**src/rtl/axis_upsample.sv**
```systemverilog
// rtl/axis_upsample.sv - 1-bit AXI-Stream symbol repeater, OVS_FACTOR copies per input beat (option macro: AXIS_UPSAMPLE_LAST_ALL_EN)
module axis_upsample #(
  parameter int OVS_FACTOR = 4
) (
  input  logic i_clk,
  input  logic i_rst_n,
  input  logic s_axis_tdata,
  input  logic s_axis_tvalid,
  input  logic s_axis_tlast,
  output logic s_axis_tready,
  output logic m_axis_tdata,
  output logic m_axis_tvalid,
  output logic m_axis_tlast,
  output logic m_axis_tuser,
  input  logic m_axis_tready
);

  localparam int CW = $clog2(OVS_FACTOR);
  localparam logic [CW-1:0] LAST_CNT = CW'(OVS_FACTOR - 1);

  if (OVS_FACTOR < 2 || OVS_FACTOR > 16) begin : g_bad_ovs
    $error("axis_upsample: OVS_FACTOR must be in 2..16");
  end

  // symbol being replayed and the single pending symbol behind it
  logic          cur_vld, cur_data, cur_last;
  logic          nxt_vld, nxt_data, nxt_last;
  logic [CW-1:0] rep_cnt;

  logic          cur_vld_d, cur_data_d, cur_last_d;
  logic          nxt_vld_d, nxt_data_d, nxt_last_d;
  logic [CW-1:0] rep_cnt_d;

  logic accept, out_beat, final_beat;

  assign accept     = s_axis_tvalid & s_axis_tready;
  assign out_beat   = cur_vld & m_axis_tready;
  assign final_beat = out_beat & (rep_cnt == LAST_CNT);

  // next-state: refill cur from pending first, else straight from the input so no bubble appears
  always_comb begin
    cur_vld_d  = cur_vld;
    cur_data_d = cur_data;
    cur_last_d = cur_last;
    nxt_vld_d  = nxt_vld;
    nxt_data_d = nxt_data;
    nxt_last_d = nxt_last;
    rep_cnt_d  = rep_cnt;
    if (!cur_vld) begin
      if (accept) begin
        cur_vld_d  = 1'b1;
        cur_data_d = s_axis_tdata;
        cur_last_d = s_axis_tlast;
        rep_cnt_d  = '0;
      end
    end else if (final_beat) begin
      rep_cnt_d = '0;
      if (nxt_vld) begin
        cur_data_d = nxt_data;
        cur_last_d = nxt_last;
        nxt_vld_d  = 1'b0;
      end else if (accept) begin
        cur_data_d = s_axis_tdata;
        cur_last_d = s_axis_tlast;
      end else begin
        cur_vld_d = 1'b0;
      end
    end else begin
      if (out_beat) begin
        rep_cnt_d = rep_cnt + CW'(1);
      end
      if (accept) begin
        nxt_vld_d  = 1'b1;
        nxt_data_d = s_axis_tdata;
        nxt_last_d = s_axis_tlast;
      end
    end
  end

  // state registers; tready is registered from the pending slot so it never sees m_axis_tready combinationally
  always_ff @(posedge i_clk or negedge i_rst_n) begin
    if (!i_rst_n) begin
      cur_vld       <= 1'b0;
      cur_data      <= 1'b0;
      cur_last      <= 1'b0;
      nxt_vld       <= 1'b0;
      nxt_data      <= 1'b0;
      nxt_last      <= 1'b0;
      rep_cnt       <= '0;
      s_axis_tready <= 1'b0;
    end else begin
      cur_vld       <= cur_vld_d;
      cur_data      <= cur_data_d;
      cur_last      <= cur_last_d;
      nxt_vld       <= nxt_vld_d;
      nxt_data      <= nxt_data_d;
      nxt_last      <= nxt_last_d;
      rep_cnt       <= rep_cnt_d;
      s_axis_tready <= ~nxt_vld_d;
    end
  end

  // output stream: every copy carries the symbol; tlast on all copies or only the final one
  always_comb begin
    m_axis_tvalid = cur_vld;
    m_axis_tdata  = cur_data;
    m_axis_tuser  = 1'b0;
`ifdef AXIS_UPSAMPLE_LAST_ALL_EN
    m_axis_tlast  = cur_last;
`else
    m_axis_tlast  = cur_last & (rep_cnt == LAST_CNT);
`endif
  end

endmodule

```
**config.mk**
```make
export PLATFORM = sky130hd
export DESIGN_NAME = axis_upsample
export DESIGN_NICKNAME = d
export VERILOG_FILES = /design/src/rtl/axis_upsample.sv
export SDC_FILE = /design/constraint.sdc
export NUM_CORES = 1
export LEC_CHECK = 0
export BUFFER_PORTS_ARGS = -buffer_cell sky130_fd_sc_hd__buf_4
export CORE_AREA = 2 2 39 41
export DETAILED_ROUTE_END_ITERATION = 8
export DIE_AREA = 0 0 41 43
export PLACE_DENSITY = 0.54
export SYNTH_ARGS = -nofsm -noshare
export SYNTH_HDL_FRONTEND = slang
export SYNTH_SLANG_ARGS = --single-unit
```
**constraint.sdc**
```tcl
create_clock -name i_clk -period 1.9 [get_ports i_clk]
set_input_delay 0.095 -clock i_clk [delete_from_list [all_inputs] [get_ports i_clk]]
set_output_delay 0.095 -clock i_clk [all_outputs]
set_load 0.1 [all_outputs]
```
==> metrics.md <==
| Metric | Value |
|---|---|
| Run status | `finished clean` |
| Die area | `0.001763 mm²` |
| Fillers | `about 150` |
| WP data arrival | `around 1500 ps` |
| Routed wire per std cell | `approximately 11 µm` |
| Root Buffer | `clkbuf_4` |
| Fin nets | `59` |
| Final period utilization | `0.7338` |
| DP HPWL | `a little under 600 µm` |
| Setup TNS | `0 ps` |
| Total number of vias | `roughly 310` |
| Global-route wire length before repair | `between 1000 and 1500 µm` |
| N_diodes | `0` |
| Mean Syn Cell Area | `11.45 µm²` |
| Slowest-stage cell, CP | `dfrtp_1` |
| WP buf/inv | `0` |
| Final hold viol count | `0` |
| ANT nets after route | `0` |
| Final setup viols | `0` |
| First drt pass iteration count | `2` |
| GR Overflow Total | `0` |
| Initial Utilization | `0.3228` |
| Final wirelength | `721 µm` |
| Post-DR vias/cell | `4.672` |
| CTS sink count | `9` |
| RD Place Congestion | `between 0.6 and 0.7` |
| Post-Synthesis Cells | `39` |
| Final Skew | `1.572 ps` |
| RSZ-0062 raised after global routing | `false` |
| Vias in the first global route | `280` |
| Netlist cell types | `15` |
| Top Ports | `11` |
| Most frequent cells in the layout | `nand2_1, dfrtp_1, buf_4` |
| Worst-path fanout max | `3` |
| YS warnings | `0` |
| Number of antenna violations at the first check in global routing | `0` |
| Worst Hold Class | `input pin to register` |
| GRT Total Usage | `0.09959` |
| Synthesized area | `roughly 450 µm²` |
| CTS tree | `built` |
| Sequential area share after synthesis | `0.5042` |
| Initial drt markers | `4` |
| Max-cap violations | `0` |
| Yosys top cell by area | `dfrtp_1` |
| CP Cell Sequence | `ha_1 -> nand2_1 -> a22oi_1 -> mux2_2` |
| FF+latch count, synth | `9` |
| Clock transition at the registers of the reported paths | `about 60 ps` |
| Top delay family on crit path | `flip-flops` |
| Pin count of the biggest net entering global routing | `11` |
| Crit end category | `register` |
| Chip Height | `between 40 and 50 µm` |
| Max-slew violations | `0` |
| DRC | `0` |
| Core ar. | `approximately 0.0014 mm²` |
| CTS buffer count | `3` |
| Crit path largest cell delay | `380 ps` |
| # rows | `14` |
| Synth top area share | `0.5042` |
| Area growth syn-to-layout | `23.53%` |
| Top cells by area, synth | `dfrtp_1, mux2_2, nand2_1, mux2_4, o21ai_0` |
| H-Tree Depth | `1` |
| # port buffers | `9` |
| Share of cells above drive strength 1 | `0.3922` |
| Min cycle time layout | `around 1400 ps` |
| CP startpoint kind | `register` |
| FMAX | `roughly 720 MHz` |
| Max Root-Sink Buffers | `2` |
| Required @ worst endpoint | `about 2000 ps` |
| Net Count, Synth | `46` |
| Resized Gates After CTS | `0` |
| Die W | `41 µm` |
| Clk_lat worst skew | `between 200 and 300 ps` |
| WS Path Type | `register to register` |
==> worst paths after layout <==
| path | startpoint | end | depth (start not counted) | slack, ps |
|---|---|---|---|---|
| worst max-delay path | rep_cnt[0]$_DFFE_PN0P_ | m_axis_tdata$_DFFE_PN0P_ | 4 | 510 |
| max in group asynchronous | i_rst_n | rep_cnt[0]$_DFFE_PN0P_ | 2 | 1570 |
| worst max register to register | rep_cnt[0]$_DFFE_PN0P_ | m_axis_tdata$_DFFE_PN0P_ | 4 | 510 |
| min in group asynchronous | i_rst_n | cur_last$_DFFE_PN0P_ | 2 | 190 |
| worst min register to register | cur_last$_DFFE_PN0P_ | cur_last$_DFFE_PN0P_ | 1 | 500 |
| worst min-delay path | s_axis_tlast | nxt_last$_DFFE_PN0P_ | 2 | 90 |
==> cell families (layout without fill, tap and decap cells) <==
family,count (synthesis),in the layout,synth area share
mux,7,7,0.1933
buf+inv,2,14,0.04202
compound gates,4,4,0.05042
flops,9,9,0.5042
fa+ha+maj,1,1,0.02801
simple gates,14,14,0.1540
xor+xnor,1,1,0.01961
other cells,1,1,0.008395
==> layer usage <==
| metal | share of wire | vias up | wire (µm) | track usage |
|---|---|---|---|---|
| met5 | 0 | - | 0 | 0 |
| met2 | 0.46 | 8 | 329 | 0.1406 |
| met1 | 0.45 | 147 | 322 | 0.1070 |
| met4 | 0.026 | 0 | 19 | 0.08000 |
| met3 | 0.069 | 2 | 50 | 0.04712 |
| li1 | - | 156 | - | - |
==> Yosys cell counts, drive strengths merged <==
| library cell | number |
|---|---|
| nand2 | 10 |
| dfrtp | 9 |
| mux2 | 7 |
| o21ai | 3 |
| and2 | 2 |
| buf | 2 |
| a22oi | 1 |
| conb | 1 |
| ha | 1 |
| nand3 | 1 |
| nand4 | 1 |
| xor2 | 1 |
==> repair_timing <==
action,4_1_cts,5_1_grt
hold buffers,1,0
buffers inserted,0,0
endpoints found under the hold margin,9,0
==> final cells by class <==
| cell class | count | area, µm² | share of cell area |
|---|---|---|---|
| tap | 16 | 20.02 | 0.03628 |
| sequential | 9 | 225.2 | 0.4082 |
| multi-input combinational | 28 | 202.7 | 0.3673 |
| clock buffer | 4 | 26.28 | 0.04762 |
| timing repair buffer | 10 | 77.57 | 0.1406 |
==> through the flow <==
stage                     instances  setup WS (ps)    util  hold WS (ps)  cell area, µm²
after floorplan                  39          31.03       -        -200.6           446.7
after global placement           62          514.4  0.3725        -73.24           515.5
after detailed placement         62          493.9  0.3725        -73.46           515.5
after CTS                        67          484.6  0.3987         75.06           551.8
after global routing             67          388.7  0.3987         68.21           551.8
final                            67          505.8  0.3987         85.87           551.8
Power is left out: the tool's default activity adds up to more than one toggle a clock period on the data nets, which glitch-free logic cannot reach.
